[src/rtl/dp_stream_splitter.sv]
// dp_stream_splitter: splits a header+data word stream into dot_product A/B lanes.
// Optional stall counter output enabled by defining DP_SPLIT_PERF_EN.
module dp_stream_splitter #(
    parameter int WIDTH = 32,
    parameter int LEN_W = 6
) (
    input  logic             clk,
    input  logic             rst,
    input  logic [WIDTH-1:0] in_data,
    input  logic             in_valid,
    output logic             in_ready,
    output logic [LEN_W-1:0] len,
    output logic [WIDTH-1:0] a_data,
    output logic             a_valid,
    input  logic             a_ready,
    output logic [WIDTH-1:0] b_data,
    output logic             b_valid,
    input  logic             b_ready,
    output logic             busy,
    output logic             err_zero
`ifdef DP_SPLIT_PERF_EN
    ,
    output logic [31:0]      stall_cycles
`endif
);
    typedef enum logic [1:0] {IDLE, RUN_A, RUN_B, RUN_I} state_t;
    state_t state;
    logic [LEN_W-1:0] cnt_a, cnt_b;
    logic steer, up;
    logic [LEN_W-1:0] hdr_n;
    logic hdr_mode, tgt_b, tgt_free, acc, load_a, load_b, last_a, last_b;
    always_comb begin
        hdr_n    = in_data[LEN_W-1:0];
        hdr_mode = in_data[LEN_W];
        tgt_b    = state == RUN_B || (state == RUN_I && steer);
        tgt_free = tgt_b ? (!b_valid || b_ready) : (!a_valid || a_ready);
        in_ready = up && (state == IDLE || tgt_free);
        acc      = in_valid && in_ready;
        load_a   = acc && (state == RUN_A || (state == RUN_I && !steer));
        load_b   = acc && tgt_b;
        last_a   = cnt_a == len - 1'b1;
        last_b   = cnt_b == len - 1'b1;
    end
    always_ff @(posedge clk or negedge rst) begin
        if (!rst) begin
            state    <= IDLE;
            up       <= 1'b0;
            len      <= '0;
            cnt_a    <= '0;
            cnt_b    <= '0;
            steer    <= 1'b0;
            a_data   <= '0;
            a_valid  <= 1'b0;
            b_data   <= '0;
            b_valid  <= 1'b0;
            busy     <= 1'b0;
            err_zero <= 1'b0;
        end else begin
            up       <= 1'b1;
            busy     <= state != IDLE;
            err_zero <= acc && state == IDLE && hdr_n == '0;
            if (load_a) begin
                a_data  <= in_data;
                a_valid <= 1'b1;
            end else if (a_ready) a_valid <= 1'b0;
            if (load_b) begin
                b_data  <= in_data;
                b_valid <= 1'b1;
            end else if (b_ready) b_valid <= 1'b0;
            case (state)
                IDLE: if (acc && hdr_n != '0) begin
                    len   <= hdr_n;
                    cnt_a <= '0;
                    cnt_b <= '0;
                    steer <= 1'b0;
                    state <= hdr_mode ? RUN_I : RUN_A;
                end
                RUN_A: if (acc) begin
                    cnt_a <= cnt_a + 1'b1;
                    if (last_a) state <= RUN_B;
                end
                RUN_B: if (acc) begin
                    cnt_b <= cnt_b + 1'b1;
                    if (last_b) state <= IDLE;
                end
                default: if (acc) begin
                    steer <= !steer;
                    if (steer) begin
                        cnt_b <= cnt_b + 1'b1;
                        if (last_b) state <= IDLE;
                    end else cnt_a <= cnt_a + 1'b1;
                end
            endcase
        end
    end
`ifdef DP_SPLIT_PERF_EN
    always_ff @(posedge clk or negedge rst) begin
        if (!rst) stall_cycles <= '0;
        else if (((a_valid && !a_ready) || (b_valid && !b_ready)) && stall_cycles != '1)
            stall_cycles <= stall_cycles + 1'b1;
    end
`endif
endmodule

[config.mk]
export PLATFORM = sky130hd
export DESIGN_NAME = dp_stream_splitter
export DESIGN_NICKNAME = d
export VERILOG_FILES = /design/src/rtl/dp_stream_splitter.sv
export SDC_FILE = /design/constraint.sdc
export NUM_CORES = 1
export LEC_CHECK = 0
export ABC_CLOCK_PERIOD_IN_PS = 3300
export CAP_MARGIN = 20
export CORE_MARGIN = 2
export CORE_UTILIZATION = 38
export CTS_BUF_LIST = sky130_fd_sc_hd__clkbuf_8
export DETAILED_ROUTE_END_ITERATION = 7
export GPL_ROUTABILITY_DRIVEN = 0
export PLACE_DENSITY_LB_ADDON = 0.08
export SETUP_SLACK_MARGIN = 0.1
export SLEW_MARGIN = 15
export SYNTH_ARGS = -nofsm -noshare
export SYNTH_HDL_FRONTEND = slang
export SYNTH_SLANG_ARGS = --single-unit
export TNS_END_PERCENT = 20
[constraint.sdc]
create_clock -name clk -period 3.3 [get_ports clk]
set_clock_uncertainty 0.2 [all_clocks]
set_input_delay 0.495 -clock clk [delete_from_list [all_inputs] [get_ports clk]]
set_output_delay 0.495 -clock clk [all_outputs]
set_load 0.01 [all_outputs]
# Word-level counts from Yosys, hierarchy flattened

Index checks and enable logic that the tools add are counted.

Flip-flop bits (word level): 90
Input bits: 37
Output and inout port bits: 75
Logic and storage cells: 86

$add $sub $neg: 3
Equality and inequality tests: 10
Mux-type cells: 26
Bitwise gates (word level): 3
Reduce and logical (&&, ||, !) cells: 32

Operator list:

| operator                                             | count |
|---|---|
| two-way mux 6 bit                                    | 7 |
| case mux 6 bit (3 select lines)                      | 2 |
| two-way mux 2 bit                                    | 8 |
| adder 6 x 1 -> 6 bit (second input constant)         | 2 |
| equality test 6 bit                                  | 2 |
| AND reduction 5 bit                                  | 2 |
| logical AND 1 bit                                    | 9 |
| nonzero test 2 bit                                   | 4 |
| two-way mux 1 bit                                    | 7 |
| logical NOT 6 bit                                    | 1 |
| != test 2 bit (second input constant)                | 3 |
| case mux 2 bit (3 select lines)                      | 1 |
| AND reduction 6 bit                                  | 1 |
| nonzero test 6 bit                                   | 1 |
| subtractor 6 x 1 -> 6 bit (second input constant)    | 1 |
| logical OR 1 bit                                     | 5 |
| equality test 2 bit (second input constant)          | 2 |
| nonzero test 4 bit                                   | 1 |
| logical NOT 1 bit                                    | 3 |
| != test 3 x 1 -> 1 bit (second input constant)       | 1 |
| inverter 1 bit                                       | 3 |
| AND reduction 3 bit                                  | 1 |
| nonzero test 3 bit                                   | 1 |
| equality test 2 x 1 -> 1 bit (second input constant) | 1 |
| other kinds (5)                                      | 5 |

# Logic depth before layout (Yosys ltp)

Gate-level depths: netlist of the first run.

Word-level depth: 10
Depth in mapped cells: 10
Depth with buffers taken out: 8

# Least setup slack after synthesis of the first run

No wires, ideal clock.

Path type: register to register
From: register state[0]
To: register b_data[10]
Library setup time: 0.127 ns
Data arrival time: 2.138 ns
Required time: 2.973 ns
Slack: 0.834 ns
Cell stages (with the launch flop): 10
Path buffers: 2
Path through: dfrtp_1 > inv_1 > ha_1 > a21oi_2 > mux2_4 > o211ai_4 > or2_1 > buf_4 > buf_6 > mux2_1

Longest elaborated chain between the ends: 8

Ends and longest elaborated chain:

| what                     | RTL line | RTL |
|---|---|---|
| start: declaration       | 27       | `state_t state;` |
| start signal: assignment | 76       | `state <= hdr_mode ? RUN_I : RUN_A;` |
| equality test 2 bit      | 35       | `tgt_b = state == RUN_B \|\| (state == RUN_I && steer);` |
| logical AND 1 bit        | 35       |  |
| logical OR 1 bit         | 35       |  |
| two-way mux 1 bit        | 36       | `tgt_free = tgt_b ? (!b_valid \|\| b_ready) : (!a_valid \|\| a_ready);` |
| logical OR 1 bit         | 37       | `in_ready = up && (state == IDLE \|\| tgt_free);` |
| logical AND 1 bit        | 37       |  |
| logical AND 1 bit        | 38       | `acc = in_valid && in_ready;` |
| logical AND 1 bit *      | 40       | `load_b = acc && tgt_b;` |
| end signal: assignment   | 67       | `b_data <= in_data;` |
| end: declaration         | 16       | `output logic [WIDTH-1:0] b_data,` |

Every way passes the cells marked *; elsewhere a longest branch is shown, timed or not.
A chain may end at the register's enable or synchronous reset.

# Final worst setup path of the first run

From: register state[0]
To: output port in_ready

Longest elaborated chain between the ends: 6

Ends and longest elaborated chain:

| what                | RTL line | RTL |
|---|---|---|
| equality test 2 bit | 35       |  |
| logical AND 1 bit   | 35       |  |
| logical OR 1 bit    | 35       |  |
| two-way mux 1 bit   | 36       |  |
| logical OR 1 bit *  | 37       |  |
| logical AND 1 bit * | 37       |  |
| end: declaration    | 11       | `output logic in_ready,` |

Marks and branches as above.

==> results of run 1 <==
[worst register-to-register path, delay by kind of cell (launching register included)]
family,cells,cell delay (ns)
AOI/OAI and AO/OA,2,0.32
buffers and inverters,1,0.11
adders and majority gates,1,0.28
muxes,2,0.66
DFF,1,0.44
and+or+nand+nor,1,0.80
[where the power goes]
part	total (mW)	leakage [nW]	internal (mW)	switching, mW
clock network	0.740	0.0985	0.326	0.415
logic	2.43	1.12	1.43	1.00
registers	1.99	1.09	1.61	0.383
total	5.16	2.31	3.36	1.80
[cell type report]
type | count | share of cell area
Clock inverter | 5 | 0.00911
Sequential cell | 90 | 0.410
Inverter | 10 | 0.00683
Tap cell | 136 | 0.0310
Clock buffer | 11 | 0.0275
Timing Repair Buffer | 115 | 0.212
Multi-Input combinational cell | 186 | 0.304
[registers in the layout, indices dropped and copies added, names as in the netlist]
name / cells
b_valid: 1
busy: 1
up: 1
a_valid: 1
a_data: 32
len: 6
cnt_b: 6
err_zero: 1
state: 2
steer: 1
cnt_a: 6
b_data: 32
[repair_timing]
action / in CTS / in global routing
hold buffers: 1 / 0
buffers inserted: 0 / 0
endpoints found under the hold margin: 40 / 0
[kinds of logic after synthesis]
family	after synthesis	synth area share
flops	90	0.559
compound gates	29	0.0593
other cells	1	0.000931
mux	71	0.200
xor+xnor	23	0.0568
buf+inv	20	0.0283
simple gates	54	0.0702
fa+ha+maj	8	0.0249
[layout by cell type (no fill, tap or decap), types with 2 or more instances in the layout]
cell             synthesis  routed
xnor3_1                  2       2
o2111ai_1                2       2
xnor2_1                 16      16
buf_4                    3       2
xor2_1                   5       5
o31ai_1                  2       2
nor3_1                   3       3
nand2_1                  9       9
dfrtp_1                 90      90
nor2_1                  17      16
a21oi_2                  2       2
o21ai_0                  6       6
nand4_1                  4       4
clkbuf_8                 0      11
clkinv_4                 0       3
nor4_1                   2       2
o41ai_1                  2       2
nand3_1                  8       8
clkdlybuf4s50_1          0     110
mux2_1                  44      44
mux2_2                  25      25
ha_1                     8       8
inv_1                   10      10
mux2_4                   2       2
buf_12                   0       2
nand2b_1                 3       3
a21oi_1                  6       6
[metal layers]
| layer | GRT usage | routed length, um | up-vias |
|---|---|---|---|
| met2 | 0.258 | 4190 | 71 |
| met4 | 0.0445 | 52 | 0 |
| met5 | 0 | 0 | - |
| li1 | - | - | 1271 |
| met3 | 0.0578 | 617 | 5 |
| met1 | 0.219 | 4010 | 1346 |
[worst max path at each step]
stage,start,end,slack [ns],depth (start not counted)
4_1_cts,state[0],in_ready,0.22,6
5_1_grt,state[0],in_ready,0.12,6
2_1_floorplan,state[0],b_data[10],0.83,9
6_report,state[0],in_ready,0.25,6
3_5_place_dp,a_ready,a_data[7],0.31,6
3_3_place_gp,b_ready,a_data[14],0.33,6
[metrics by stage]
| stage | util | hold slack, ns | std cells |
|---|---|---|---|
| after detailed placement | 0.512 | 0.274 | 536 |
| after CTS | 0.532 | 0.299 | 553 |
| after global placement | 0.512 | 0.269 | 536 |
| after global routing | 0.532 | 0.309 | 553 |
| final | 0.532 | 0.296 | 553 |
| after floorplan | - | -0.000591 | 296 |
==> qor.csv, run 1 <==
metric,value,unit
maximum clock path buffer count,2,
Final Hold Viols,0,
Synth top cells by count,"dfrtp_1 (90), mux2_1 (44), mux2_2 (25)",
LEAKAGE,2.31,nW
fill count,921,
slack of the critical path,0.251,ns
drt pass-1 iters,4,
Detail Placement HPWL,6.36,mm
post-synth top area share,0.559,
later-pin clock latency in the skew report,0.35,ns
RR Endpoint,a_data[19],
max_cap viols,0,
Synth cell types,43,
sequential area share after synthesis,0.559,
Crit path largest cell delay,0.47,ns
diode count,0,
Setup TNS Final,0,ns
Reg area,2250,sq um
outcome,completed,
worst path cell trace,"inv_1, ha_1, a21oi_2, mux2_4, o21a_1, clkdlybuf4s50_1",
Yosys reg bits,90,
critical path launch point type,register,
RSZ-0062 raised after global routing,false,
Syn Inst Count,296,
Hold Crit Class,reg2reg,
end of the worst hold path,a_data[3],
CP max-delay cell,clkdlybuf4s50_1,
largest net degree at the start of global routing,51,
post-DR vias/cell,4.87,
clk slew on worst S/H paths,0.09,ns
Slew @ Worst Pin,0.986,ns
IO Count,112,
row cnt,37,
I/O Buffers,111,
DR vias,2693,
Total GRT Usage,0.165,
CP Capture Type,output pin,
H-tree levels,3,
area grow syn2layout,36.5,%
post-synthesis area per instance,13.6,sq um
hold path startpoint,a_data[3],
endpoints failing setup,0,
Tcrit/Tclk final,0.924,
family with the most delay on the worst path,buffers and inverters,
flop-to-flop setup slack,0.40,ns
TritonCTS buffer count,9,
Die Area,11400,sq um
total power,5.16,mW
1st-iter DRT viols,74,
Peak Freq,0.328,GHz
die width,107,um
yosys warns,0,
initial antenna violation count,0,
"Top FF cell, synth",dfrtp_1,
CTS Root Cell,clkbuf_8,
CTS Sinks,90,
cells on worst reg2reg path,7,
hold path cells,1,
CORE AREA,10300,sq um
Synth area leader,dfrtp_1,
NumNets Final,457,
Period minus WS final,3.05,ns
Die Ht,107,um
Cell Pwr Density,939,nW/um^2
WL/cell,16.0,um
Placed Area,5290,sq um
pins over their slew limit,0,
Post-Place Setup Slack,0.306,ns
syn nets,341,
post-route ant nets,0,
CTS tree,built,
total global routing overflow,0,
vias in the first global route,2858,
mapped cell area,4030,sq um
CP Max Fanout,6,
Routed Wire Length,8.87,mm
most common cell in the netlist,dfrtp_1,
slew margin rel.,0.341,
Crit Path Category,reg2out,
drt drc,0,
Finished Cell Area,5500,sq um
RR Startpoint,state[0],
Worst IR Drop VDD,491,uV
share of post-route cells with drive strength above 1,0.137,
Resized Gates After CTS,0,
first-pass GRT wire length,14.8,mm
crit path buf inv count,2,
footprint of the multi-input gates,1670,sq um
Initial Util,0.390,
number of flops mapped to enable cells by yosys,0,
share of flip-flops with an asynchronous set or reset,1.00,
WP data required,2.60,ns
critical path data arrival time,2.35,ns
main area contributors after synthesis,"dfrtp_1 (56%), mux2_1 (12%), mux2_2 (7.0%), xnor2_1 (3.5%), ha_1 (2.5%)",
Note: power is estimated with default switching activity, not from simulation.
==> run 2, diff against run 1 <==
--- a/config.mk
+++ b/config.mk
@@ -5,11 +5,11 @@
 export SDC_FILE = /design/constraint.sdc
 export NUM_CORES = 1
 export LEC_CHECK = 0
-export ABC_CLOCK_PERIOD_IN_PS = 3300
 export CAP_MARGIN = 20
 export CORE_MARGIN = 2
 export CORE_UTILIZATION = 38
 export CTS_BUF_LIST = sky130_fd_sc_hd__clkbuf_8
+export CTS_CLUSTER_DIAMETER = 50
 export DETAILED_ROUTE_END_ITERATION = 7
 export GPL_ROUTABILITY_DRIVEN = 0
 export PLACE_DENSITY_LB_ADDON = 0.08
==> results of run 2 <==
The final DEF is identical to that of run 1; final timing and power are the same.
